File: config.mk
export PLATFORM = sky130hd
export DESIGN_NAME = mips_multicycle_ctrl
export DESIGN_NICKNAME = d
export VERILOG_FILES = /design/src/rtl/mips_multicycle_ctrl.sv
export SDC_FILE = /design/constraint.sdc
export NUM_CORES = 1
export LEC_CHECK = 0
export ABC_AREA = 1
export CAP_MARGIN = 10
export CORE_MARGIN = 1.5
export CORE_UTILIZATION = 34
export CTS_CLUSTER_SIZE = 40
export DETAILED_ROUTE_END_ITERATION = 10
export GPL_TIMING_DRIVEN = 1
export MAX_ROUTING_LAYER = met4
export PLACE_DENSITY = 0.75
export SKIP_LAST_GASP = 1
export SLEW_MARGIN = 20
export SYNTH_ARGS = -nofsm -noshare
export SYNTH_HDL_FRONTEND = slang
export SYNTH_SLANG_ARGS = --single-unit
File: constraint.sdc
create_clock -name clk -period 1.3 [get_ports clk]
set_input_delay 0.39 -clock clk [delete_from_list [all_inputs] [get_ports clk]]
set_output_delay 0.39 -clock clk [all_outputs]
set_load 0.01 [all_outputs]
File: src/rtl/mips_multicycle_ctrl.sv
// ----------------------------------------------------------------------------
// mips_multicycle_ctrl
//   Main control FSM for a multicycle MIPS datapath. The FSM steps through
//   fetch, decode, execute, memory and writeback states. It drives the ALU
//   control and operand muxes, the PC and register-file write enables, and
//   the request/write strobes of a unified memory that uses a ready handshake.
//
//   The state register is the only storage. Every output is decoded
//   combinationally from the state and the current opcode/funct/zero/mem_ready.
//   While reset_n is low, all outputs read 0.
//
// Ports
//   clk         system clock, rising edge
//   reset_n     asynchronous active-low reset
//   opcode      instr[31:26] from the instruction register
//   funct       instr[5:0] from the instruction register
//   zero        ALU zero flag
//   mem_ready   memory completes the current access this cycle
//   mem_req     memory access request
//   memwrite    memory write strobe
//   irwrite     instruction register load
//   regwrite    register file write
//   pc_en       PC load (pcwrite | branch & zero)
//   iord        memory address select: 0 = PC, 1 = ALUOut
//   memtoreg    writeback data select: 1 = MDR, 0 = ALUOut
//   regdst      destination select: 1 = rd, 0 = rt
//   alusrca     ALU A select: 0 = PC, 1 = reg A
//   alusrcb     ALU B select: 00 B, 01 4, 10 signimm, 11 signimm<<2
//   pcsrc       PC source: 00 ALU result, 01 ALUOut, 10 jump target
//   alucontrol  ALU op: 010 ADD, 110 SUB, 000 AND, 001 OR, 111 SLT
//   illegal_op  one-cycle pulse on an unsupported opcode or funct
//
// Optional build macro
//   IMM_LOGIC_EN  adds the andi/ori execute states (ANDIEX, ORIEX). When the
//                 macro is undefined, those opcodes are treated as illegal.
// ----------------------------------------------------------------------------
module mips_multicycle_ctrl #(
  parameter int STATE_W = 4
) (
  input  logic       clk,
  input  logic       reset_n,
  input  logic [5:0] opcode,
  input  logic [5:0] funct,
  input  logic       zero,
  input  logic       mem_ready,
  output logic       mem_req,
  output logic       memwrite,
  output logic       irwrite,
  output logic       regwrite,
  output logic       pc_en,
  output logic       iord,
  output logic       memtoreg,
  output logic       regdst,
  output logic       alusrca,
  output logic [1:0] alusrcb,
  output logic [1:0] pcsrc,
  output logic [2:0] alucontrol,
  output logic       illegal_op
);

  localparam logic [5:0] OP_RTYPE = 6'b000000;
  localparam logic [5:0] OP_J     = 6'b000010;
  localparam logic [5:0] OP_BEQ   = 6'b000100;
  localparam logic [5:0] OP_ADDI  = 6'b001000;
  localparam logic [5:0] OP_ANDI  = 6'b001100;
  localparam logic [5:0] OP_ORI   = 6'b001101;
  localparam logic [5:0] OP_LW    = 6'b100011;
  localparam logic [5:0] OP_SW    = 6'b101011;

  localparam logic [2:0] ALU_ADD = 3'b010;
  localparam logic [2:0] ALU_SUB = 3'b110;
  localparam logic [2:0] ALU_AND = 3'b000;
  localparam logic [2:0] ALU_OR  = 3'b001;
  localparam logic [2:0] ALU_SLT = 3'b111;

  // ANDIEX/ORIEX always have encodings. Without IMM_LOGIC_EN, they are never
  // entered and fall into the unused-encoding recovery path.
  typedef enum logic [STATE_W-1:0] {
    S_FETCH  = STATE_W'(0),
    S_DECODE = STATE_W'(1),
    S_MEMADR = STATE_W'(2),
    S_MEMRD  = STATE_W'(3),
    S_MEMWB  = STATE_W'(4),
    S_MEMWR  = STATE_W'(5),
    S_EXEC   = STATE_W'(6),
    S_ALUWB  = STATE_W'(7),
    S_BRANCH = STATE_W'(8),
    S_ADDIEX = STATE_W'(9),
    S_IWB    = STATE_W'(10),
    S_JUMP   = STATE_W'(11),
    S_ANDIEX = STATE_W'(12),
    S_ORIEX  = STATE_W'(13)
  } state_t;

  state_t state_q, state_d;

  logic       mem_req_c, memwrite_c, irwrite_c, regwrite_c;
  logic       pcwrite_c, branch_c, iord_c, memtoreg_c, regdst_c, alusrca_c;
  logic [1:0] alusrcb_c, pcsrc_c;
  logic [2:0] alucontrol_c;
  logic       illegal_c;

  always_ff @(posedge clk or negedge reset_n) begin
    if (!reset_n) state_q <= S_FETCH;
    else          state_q <= state_d;
  end

  always_comb begin
    state_d      = S_FETCH;
    mem_req_c    = 1'b0;
    memwrite_c   = 1'b0;
    irwrite_c    = 1'b0;
    regwrite_c   = 1'b0;
    pcwrite_c    = 1'b0;
    branch_c     = 1'b0;
    iord_c       = 1'b0;
    memtoreg_c   = 1'b0;
    regdst_c     = 1'b0;
    alusrca_c    = 1'b0;
    alusrcb_c    = 2'b00;
    pcsrc_c      = 2'b00;
    alucontrol_c = 3'b000;
    illegal_c    = 1'b0;

    case (state_q)
      S_FETCH: begin
        // PC + 4 is computed every fetch cycle, but it is only committed
        // together with the IR load once memory completes.
        mem_req_c    = 1'b1;
        alusrcb_c    = 2'b01;
        alucontrol_c = ALU_ADD;
        irwrite_c    = mem_ready;
        pcwrite_c    = mem_ready;
        state_d      = mem_ready ? S_DECODE : S_FETCH;
      end
      S_DECODE: begin
        // Branch target is precomputed into ALUOut.
        alusrcb_c    = 2'b11;
        alucontrol_c = ALU_ADD;
        case (opcode)
          OP_LW, OP_SW: state_d = S_MEMADR;
          OP_RTYPE:     state_d = S_EXEC;
          OP_BEQ:       state_d = S_BRANCH;
          OP_ADDI:      state_d = S_ADDIEX;
          OP_J:         state_d = S_JUMP;
`ifdef IMM_LOGIC_EN
          OP_ANDI:      state_d = S_ANDIEX;
          OP_ORI:       state_d = S_ORIEX;
`endif
          default: begin
            illegal_c = 1'b1;
            state_d   = S_FETCH;
          end
        endcase
      end
      S_MEMADR: begin
        alusrca_c    = 1'b1;
        alusrcb_c    = 2'b10;
        alucontrol_c = ALU_ADD;
        state_d      = (opcode == OP_SW) ? S_MEMWR : S_MEMRD;
      end
      S_MEMRD: begin
        mem_req_c = 1'b1;
        iord_c    = 1'b1;
        state_d   = mem_ready ? S_MEMWB : S_MEMRD;
      end
      S_MEMWB: begin
        regwrite_c = 1'b1;
        memtoreg_c = 1'b1;
      end
      S_MEMWR: begin
        mem_req_c  = 1'b1;
        memwrite_c = 1'b1;
        iord_c     = 1'b1;
        state_d    = mem_ready ? S_FETCH : S_MEMWR;
      end
      S_EXEC: begin
        alusrca_c = 1'b1;
        state_d   = S_ALUWB;
        case (funct)
          6'b100000: alucontrol_c = ALU_ADD;
          6'b100010: alucontrol_c = ALU_SUB;
          6'b100100: alucontrol_c = ALU_AND;
          6'b100101: alucontrol_c = ALU_OR;
          6'b101010: alucontrol_c = ALU_SLT;
          default: begin
            // Unsupported funct: flag it and skip the register write.
            alucontrol_c = ALU_ADD;
            illegal_c    = 1'b1;
            state_d      = S_FETCH;
          end
        endcase
      end
      S_ALUWB: begin
        regwrite_c = 1'b1;
        regdst_c   = 1'b1;
      end
      S_BRANCH: begin
        alusrca_c    = 1'b1;
        alucontrol_c = ALU_SUB;
        pcsrc_c      = 2'b01;
        branch_c     = 1'b1;
      end
      S_ADDIEX: begin
        alusrca_c    = 1'b1;
        alusrcb_c    = 2'b10;
        alucontrol_c = ALU_ADD;
        state_d      = S_IWB;
      end
`ifdef IMM_LOGIC_EN
      S_ANDIEX: begin
        alusrca_c    = 1'b1;
        alusrcb_c    = 2'b10;
        alucontrol_c = ALU_AND;
        state_d      = S_IWB;
      end
      S_ORIEX: begin
        alusrca_c    = 1'b1;
        alusrcb_c    = 2'b10;
        alucontrol_c = ALU_OR;
        state_d      = S_IWB;
      end
`endif
      S_IWB: begin
        regwrite_c = 1'b1;
      end
      S_JUMP: begin
        pcsrc_c   = 2'b10;
        pcwrite_c = 1'b1;
      end
      default: state_d = S_FETCH;
    endcase
  end

  // All outputs are gated by reset_n, so an abandoned access (for example, a
  // write in flight) drops in the same cycle that reset asserts.
  assign mem_req    = reset_n & mem_req_c;
  assign memwrite   = reset_n & memwrite_c;
  assign irwrite    = reset_n & irwrite_c;
  assign regwrite   = reset_n & regwrite_c;
  assign pc_en      = reset_n & (pcwrite_c | (branch_c & zero));
  assign iord       = reset_n & iord_c;
  assign memtoreg   = reset_n & memtoreg_c;
  assign regdst     = reset_n & regdst_c;
  assign alusrca    = reset_n & alusrca_c;
  assign alusrcb    = {2{reset_n}} & alusrcb_c;
  assign pcsrc      = {2{reset_n}} & pcsrc_c;
  assign alucontrol = {3{reset_n}} & alucontrol_c;
  assign illegal_op = reset_n & illegal_c;

endmodule
After elaboration in Yosys (flattened, before gate mapping)
Cells that the tools add are included.
- register bits after elaboration: 4
- bits of input ports: 16
- logic and storage cells: 72
- equality and inequality tests: 21
- mux-type cells: 24
- bitwise logic cells: 15
- reduce and logical (&&, ||, !) cells: 11
- operators by type and width (cell ; count):
    $eq 6x6->1 const B ; 7
    $pmux 4 s7 ; 1
    $pmux 4 s5 ; 1
    $eq 4x3->1 const B ; 4
    $eq 4x4->1 const B ; 4
    $mux 1 ; 12
    $mux 3 ; 4
    $pmux 3 s4 ; 1
    $and 1x1->1 ; 11
    $pmux 3 s3 ; 1
    $eq 4x2->1 const B ; 2
    $reduce_or 4->1 ; 2
    $eq 6x2->1 const B ; 1
    $eq 6x3->1 const B ; 1
    $eq 6x4->1 const B ; 1
    $logic_not 6->1 ; 1
    $pmux 2 s3 ; 1
    $reduce_or 2->1 ; 3
    $reduce_or 3->1 ; 2
    $reduce_or 6->1 ; 1
    $reduce_or 5->1 ; 1
    $and 2x2->2 ; 2
    $eq 4x1->1 const B ; 1
    $logic_not 4->1 ; 1
    other kinds (4) ; 5

Depth between registers and ports, before layout
- depth after elaboration: 5
- depth in mapped cells: 7
- gate-level depth less buffers: 7

Least setup slack after synthesis
OpenSTA, ideal clock, no wires.
- path kind: reg2out
- from: reg state_q[1]
- to: out mem_req
- data arrival time: 1.174 ns
- required time: 0.910 ns
- setup slack: -0.264 ns
- cell stages (with the launch flop): 3
- path buffers: 0
- path through: dfrtp_1 nor4_1 a21o_1
- cells in the longest elaborated chain, start to end: 4
- ends and longest elaborated chain (item ; line ; text):
    start, declared ; 95 ; state_t state_q, state_d;
    start signal, assigned ; 105 ; else state_q <= state_d;
    $eq 4x3->1 (tied with other cells) ; 125 ; case (state_q)
    $reduce_or 3->1 (no line) * ; -- ;
    $mux 1 * ; 125 ;
    $and 1x1->1 * ; 237 ; assign mem_req = reset_n & mem_req_c;
    end, declared ; 46 ; output logic mem_req,
Mark *: on every way between the ends. The rest lies on a longest branch, timed or not.

Worst setup path after layout
Same ends and word-level chain as after synthesis.

==> impl_metrics.yaml <==
status:
  status: "finished with violations"
  violations: "DRC, setup timing"
synthesis:
  yosysSeqAreaShare_pct: 17.13
  yosys_warnings: 0
  ys_ff_latch: 4
  synth_area_leaders: "nor2_1, dfrtp_1, nand2_1"
  ys_types: 16
  syn-instance-count: 117
  ys.flop_type: "dfrtp_1"
  synth-edff-count: 0
  synth_nets: 133
  syn_area_um2: 584.3
  synth_area_leader_cell: "nor2_1"
  syn_area_per_cell_um2: 4.994
  yosys.area.top_type_share_pct: 21.20
  yosysMostFrequentCell: "nor2_1"
  ys_top_cells_by_count: "nor2_1, nand2_1, inv_1, nand3_1, a21oi_1"
  async_reset_ff_share_pct: 100.0
floorplanning:
  die_w_um: 44.46
  placeableCoreArea_um2: 1559
  fp.dieArea_um2: 1976
  ios: 33
  start_util_pct: 37.48
  die_h_um: 44.46
  num_rows: 14
timing:
  final-hold-violation-count: 0
  min_period_ns: 1.900
  period_share_pct: 146.1
  fmax_mhz: 526.4
  rsz0062_at_grt: "yes"
  holdWs_ns: 0.2666
  max-slew-margin-rel_pct: 81.96
  setup_viol: 21
  finalMaxSlewViolations: 0
  worst_slack_ns: -0.5998
  fin_skew_ns: 0.001428
  worst_slew_pin_slew_ns: 0.2678
  setup-tns-final_ns: -8.607
final_layout:
  syn2layout_area_growth_pct: 142.4
  drive_gt1_share_pct: 62.50
  top_register: "state_q"
  fin_nets: 209
  largest_reg_flops: 4
  top_regs: "state_q x4"
  antenna_cells: 0
route:
  wl_per_cell_um: 15.88
  routed_wl_um: 3302
  drtIter0Drc: 56
  vias_per_cell: 5.476
  drc: 4
  drt-pass1-iter-count: 7
  vias: 1139
  ant_nets: 0
clocking:
  ctsHoldBuffers: 0
  numCtsBuffers: 3
  clk_pin_slew_ns: 0.04
  clk_path_buf_depth: 2
  cts-root-buf: "clkbuf_4"
  cts_tree: "built"
  cts_max_level: 1
  clkSinkCount: 4
  clk_latency_ns: 0.24
worst_setup_path:
  worst-endpoint-arrival_ns: 1.51
  crit_path_max_incr_delay_ns: 0.47
  cp.required_ns: 0.91
  crit_type: "flop to output pin"
  crit_chain: "nor2_2 > nand2_1 > a21oi_2 > a21o_1 > buf_2"
  critPathCaptureType: "output pin"
  ff2ff_setup_slack_ns: -0.06
  crit_slowest_cell: "dfrtp_2"
  startpoint_type: "flop"
  worstPathMaxFanout: 5
power_and_ir_drop:
  p_int_w: 0.0005514
  seq_power_share_pct: 17.1
  p_per_area_nw_per_um2: 708.8
  switchingPower_w: 0.0004525
  p_leak_nw: 0.7394
  p_clk_share_pct: 17.7
  peakVddDrop_v: 0.0009778
  comb_power_share_pct: 65.2
  switching_share_pct: 45.08
placed_design:
  place_hpwl_um: 1715
  routabilityCongestion: 0.8819
  portBuffers: 32
run:
  drv_cap: 0
hold_path:
  min_path_type: "input pin to async pin"
global_route:
  grt_max_degree: 8
  grt_pass1_wl_um: 4243
  antenna_found_initial: 0
  grt_use_total_pct: 29.68
  grt_pass1_vias: 1019
  grt.overflow.total: 0
[worst max-delay path, delay by kind of cell (launching register included)]
family	cells	cell delay, ns
flip-flops	1	0.47
AND/OR/NAND/NOR	2	0.34
AO/OA/AOI/OAI	2	0.33
buffers and inverters	1	0.13
[logic make-up (layout without fill, tap and decap cells)]
group | count (synthesis) | count (layout) | synth area share, %
buf+inv | 22 | 97 | 14.13
flops | 4 | 4 | 17.13
simple gates | 77 | 77 | 54.61
compound gates | 14 | 14 | 14.13
[placed cells by master (no fill, tap or decap), drive strengths merged]
master and instances:
a21o 1, a21oi 6, a221oi 1, a31oi 1, buf 62, clkbuf 4, clkdlybuf4s15 1, clkdlybuf4s50 3
dfrtp 4, dlygate4sd2 5, inv 22, nand2 25, nand3 14, nand4 3, nor2 34, nor4 1
o21ai 4, o22ai 1
[worst paths after layout]
check,start,to,depth (start not counted)
setup / recovery,state_q[1]$_DFF_PN0_,mem_req,5
hold / removal,reset_n,state_q[2]$_DFF_PN0_,2
setup reg to reg,state_q[3]$_DFF_PN0_,state_q[0]$_DFF_PN0_,8
hold reg to reg,state_q[1]$_DFF_PN0_,state_q[3]$_DFF_PN0_,3
max in group asynchronous,reset_n,state_q[1]$_DFF_PN0_,2
min in group clk,opcode[3],state_q[3]$_DFF_PN0_,6
[per-layer routing]
metal / global-route usage (%) / routed length (um) / part of all wire [%] / vias to the layer above
met3: 5.714 / 251 / 7.6 / 25
met2: 55.29 / 1628 / 49 / 73
met5: - / 0 / 0 / -
met4: 9.091 / 175 / 5.3 / 0
li1: - / - / - / 521
met1: 31.05 / 1247 / 38 / 520
[through the flow]
stage / util, % / setup slack (ns) / instance area [um^2] / std cells / total power, W
2_1_floorplan: - / -0.1445 / 648.1 / 117 / 0.0003738
3_3_place_gp: 74.96 / -1.074 / 1169 / 189 / 0.0006341
3_5_place_dp: 74.96 / -1.112 / 1169 / 189 / 0.0006407
4_1_cts: 84.59 / -0.4795 / 1319 / 204 / 0.0008572
5_1_grt: 90.85 / -0.7620 / 1416 / 208 / 0.001072
6_report: 90.85 / -0.5998 / 1416 / 208 / 0.001004
[power groups by stage]
stage | Clock (W) | Combinational, W | Sequential (W)
after global placement | 0 | 0.000476 | 0.000158
after global routing | 0.000195 | 0.000704 | 0.000173
after detailed placement | 0 | 0.000482 | 0.000159
after floorplan | 0 | 0.000211 | 0.000163
after CTS | 0.000175 | 0.000523 | 0.000159
final | 0.000177 | 0.000655 | 0.000172
[repair_timing]
action	4_1_cts	5_1_grt
endpoints found under the setup margin	21	21
setup buffers	13	5
pin swaps	22	10
cloned	0	0
gates resized for setup	144	25
[final cells by class]
type | instances | area (um^2)
flip-flops and latches | 4 | 103.9
repair buffers | 71 | 559.3
well taps | 16 | 20.02
inverters | 22 | 87.58
clock buffers | 4 | 26.28
multi-input cells | 91 | 619.3
fillers | 74 | 142.6
(Power assumes the default switching activity.)
==> variant 1, RTL diff (same flow settings) <==
The option `IMM_LOGIC_EN` is turned on by a define.
--- a/src/rtl/mips_multicycle_ctrl.sv
+++ b/src/rtl/mips_multicycle_ctrl.sv
@@ -34,6 +34,8 @@
 //   IMM_LOGIC_EN  adds the andi/ori execute states (ANDIEX, ORIEX). When the
 //                 macro is undefined, those opcodes are treated as illegal.
 // ----------------------------------------------------------------------------
+`define IMM_LOGIC_EN
+
 module mips_multicycle_ctrl #(
   parameter int STATE_W = 4
 ) (
Check against the original RTL: not equivalent (Yosys sat finds a counterexample within 4 cycles, from zero or initial values and one cycle with reset_n low).
==> variant 1 against the original RTL <==
- the flow finishes with violations (negative setup slack)
- setup slack got worse by 30 ps
- total power increased by 110%
- fmax decreased by 1.6%
- count of clock-buffer cells in the layout decreased by 1
- synthesized area up 27%
- routed wire length grew 3.0%
- design area rose by 11%
- sequential share of layout area is 0.78 points lower
- highest routed layer unchanged
- core utilization down 13 points
- sequential cell count stayed put
- die area increased by 25%
- clock power is 10% lower
- critical endpoint is now alucontrol[0]
==> variant 1: results (changes against the original RTL) <==
Synth:
- The count of different cell masters after synthesis is 23 (+7).
- The mean post-synth cell area came to 5.329 um2 (+6.7%).

Layout:
- The register share of the cell area is 6.555% (-0.78 points).
- The area of the multi-input gates is 698.2 um2 (+13%).
- The multi-input combinational cell count is 110 (+21%).
- The count of inverters other than clock inverters in the layout was 24 (+9.1%).
- The share of final-layout standard cells stronger than drive strength 1 is 55.50% (-7.0 points).
- The layout filler cell count is 142 (+92%).

Timing:
- The final critical-path setup slack is -630.3 ps (-30.47 ps).
- The setup skew after layout is 8.504 ps (+7.075 ps).
- The final sum of negative setup slack came to -9013 ps (-406.0 ps).
- The final setup violation count is 20 (-4.8%).
- The transition time of the tightest slew-check pin was 220.5 ps (-47.33 ps).

Setup path:
- Broken down by cell family, the worst path's largest delay share belongs to simple AND/OR/NAND/NOR gates.
- The source of the worst register-to-register timing path is state_q[2].

GRT:
- The fraction of met3 tracks used by global routing is 1.515% (-4.2 points).
- The met2 capacity usage during global routing is 51.78% (-3.5 points).

Power:
- The areal power density over the cells is 1331 nW/um2 (+88%).
- The clock group share of total power is 7.7% (-10 points).
- The switching power as a share of total power is 49.22% (+4.1 points).

Placed design:
- The worst setup slack after placement is -1205 ps (-93.33 ps).
- The detailed-placement wirelength estimate is 2166 um (+26%).

Drt:
- The number of DRC markers after the initial detailed-route iteration was 15 (-73%).
- The met2 wirelength from detailed routing came to 1788 um (+9.8%).
- The wire length on met1 came to 1350 um (+8.3%).
- The final routed wire length divided by cell count is 13.89 um (-13%).
- The total wire length after detailed routing is 3402 um (+3.0%).
- The average vias per placed instance came to 5.029 (-8.2%).
- The number of detailed-routing iterations run before antenna repair is 4 (-3).

Status:
- The checks that failed: negative setup slack.
- The run finished, with violations left.

Clock network:
- The total of cells resized after clock tree synthesis came to 98 (-32%).
==> variant 1: cell count changes after synthesis, moves of 3 or more <==
cell,unedited run,this run
sky130_fd_sc_hd__nand2_2,0,5
sky130_fd_sc_hd__nand2_1,25,36
sky130_fd_sc_hd__inv_2,1,7
sky130_fd_sc_hd__nor2_1,33,27
sky130_fd_sc_hd__nor2_2,1,4
sky130_fd_sc_hd__inv_1,21,17
==> variant 1: worst min path at each step <==
stage | endpoint | cells after the start | slack (ps) | startpoint
floorplan | state_q[0] | 0 | 90 | reset_n
global placement | state_q[2] | 2 | 700 | reset_n
detailed placement | state_q[1] | 2 | 710 | reset_n
CTS | state_q[3] | 2 | 250 | reset_n
global route | state_q[3] | 2 | 270 | reset_n
finish | state_q[2] | 2 | 270 | reset_n
==> variant 1: worst register-to-register path: stages (launching register included) <==
cell and delay, ps:
sky130_fd_sc_hd__dfrtp_2 430, sky130_fd_sc_hd__inv_4 70, sky130_fd_sc_hd__nand2_4 150, sky130_fd_sc_hd__inv_4 60, sky130_fd_sc_hd__nand2_4 80, sky130_fd_sc_hd__buf_4 110
sky130_fd_sc_hd__buf_4 100, sky130_fd_sc_hd__nand2_1 40, sky130_fd_sc_hd__nor2_1 100, sky130_fd_sc_hd__nand2_1 80, sky130_fd_sc_hd__inv_1 70, sky130_fd_sc_hd__o21ai_2 50
==> variant 1: cells by family (layout without fill, tap and decap cells) <==
kind of cell | count (synthesis) | count (layout) | share of synthesized area (%)
AOI/OAI and AO/OA | 14 | 14 | 11.83
buffers and inverters | 25 | 104 | 12.67
DFF | 4 | 4 | 13.51
and+or+nand+nor | 96 | 96 | 61.99
==> variant 2, RTL diff (same flow settings) <==
Without the edit above. Reset style: synchronous (`reset_n`), changed in one clocked block. Comments in the files are not updated.
--- a/src/rtl/mips_multicycle_ctrl.sv
+++ b/src/rtl/mips_multicycle_ctrl.sv
@@ -100,7 +100,7 @@
   logic [2:0] alucontrol_c;
   logic       illegal_c;
 
-  always_ff @(posedge clk or negedge reset_n) begin
+  always_ff @(posedge clk) begin
     if (!reset_n) state_q <= S_FETCH;
     else          state_q <= state_d;
   end
Check against the original RTL: same outputs for any inputs over 10 cycles, from zero or initial values and one cycle with reset_n low; that may be too few to reach the edited logic, so the function may still have changed.
==> variant 2 against the original RTL <==
- the flow now stops in global routing
- synthesized area is 6.9% higher
==> variant 2: results (changes against the original RTL) <==
Clock network:
- The number of CTS-inserted buffers is 3 (unchanged).
- The clock sink count came to 4 (unchanged).
- The maximum level of the CTS H-tree is 1 (unchanged).
- The clock tree root buffer cell is sky130_fd_sc_hd__clkbuf_4.
- The number of buffers on the longest clock path was 2 (unchanged).

Synth:
- The number of nets in the synthesized netlist is 144 (+8.3%).
- The most used flip-flop cell after synthesis is sky130_fd_sc_hd__dfxtp_1.
- The share of synthesized area occupied by flip-flops and latches is 12.83% (-4.3 points).
- In the post-synthesis netlist, the biggest area contributors are sky130_fd_sc_hd__nand2_1 19%, sky130_fd_sc_hd__nor2_1 17%, sky130_fd_sc_hd__nand3_1 14%.
- The count of different cell masters after synthesis is 18 (+2).
- In the synthesized netlist, the cells that appear most often are 32 x sky130_fd_sc_hd__nand2_1, 29 x sky130_fd_sc_hd__nor2_1, 22 x sky130_fd_sc_hd__inv_1, 17 x sky130_fd_sc_hd__nand3_1, 5 x sky130_fd_sc_hd__a21oi_1.
- The count of warnings emitted by yosys is 0 (unchanged).
- The async set or reset register ratio after synthesis is 0% (-100 points).

Status:
- The tool reported: "[ERROR DPL-0038] Utilization greater than 100%, impossible to legalize".
- It got as far as global routing and failed there.
- The run stopped with a tool error.

Timing:
- The classification of the worst endpoint is a top-level output.
- When the global-route repair_timing finished, the worst setup path ended at alucontrol[0].

Placed design:
- The detailed-placement wirelength estimate is 2125 um (+24%).
- The final RePlAce weighted congestion came to 0.8340 (-5.4%).
- The total of buffers placed on input and output ports is 32 (unchanged).

GRT:
- Entering global routing, the biggest net connects 11 pins.
-- variant 2: cell types whose count changed after synthesis, sizes merged, moves of 2 or more --
cell   before  now
nand2      25   34
dfxtp       0    4
nor3        0    3
nor2       34   31
nand3      14   17
o21ai       4    2
dfrtp       4    0
-- variant 2: metrics by stage --
step	cells	hold slack [ps]	cell area, um2	setup WS (ps)
2_1_floorplan	128	626.7	784.5	-117.9
3_3_place_gp	216	744.6	1375	-1098
3_5_place_dp	216	773.5	1375	-1159
4_1_cts	233	698.2	1630	-510.0
-- variant 2: what timing repair did --
item / 4_1_cts
setup endpoints to repair: 21
setup buffers: 17
endpoints found under the hold margin: 0
gates resized for setup: 142
hold buffers: 0
pin swaps: 23
-- variant 2: cell families after synthesis --
group / count (synthesis) / share of synthesized area, %
flops: 4 / 12.83
compound gates: 11 / 10.62
simple gates: 89 / 61.92
buf+inv: 24 / 14.63
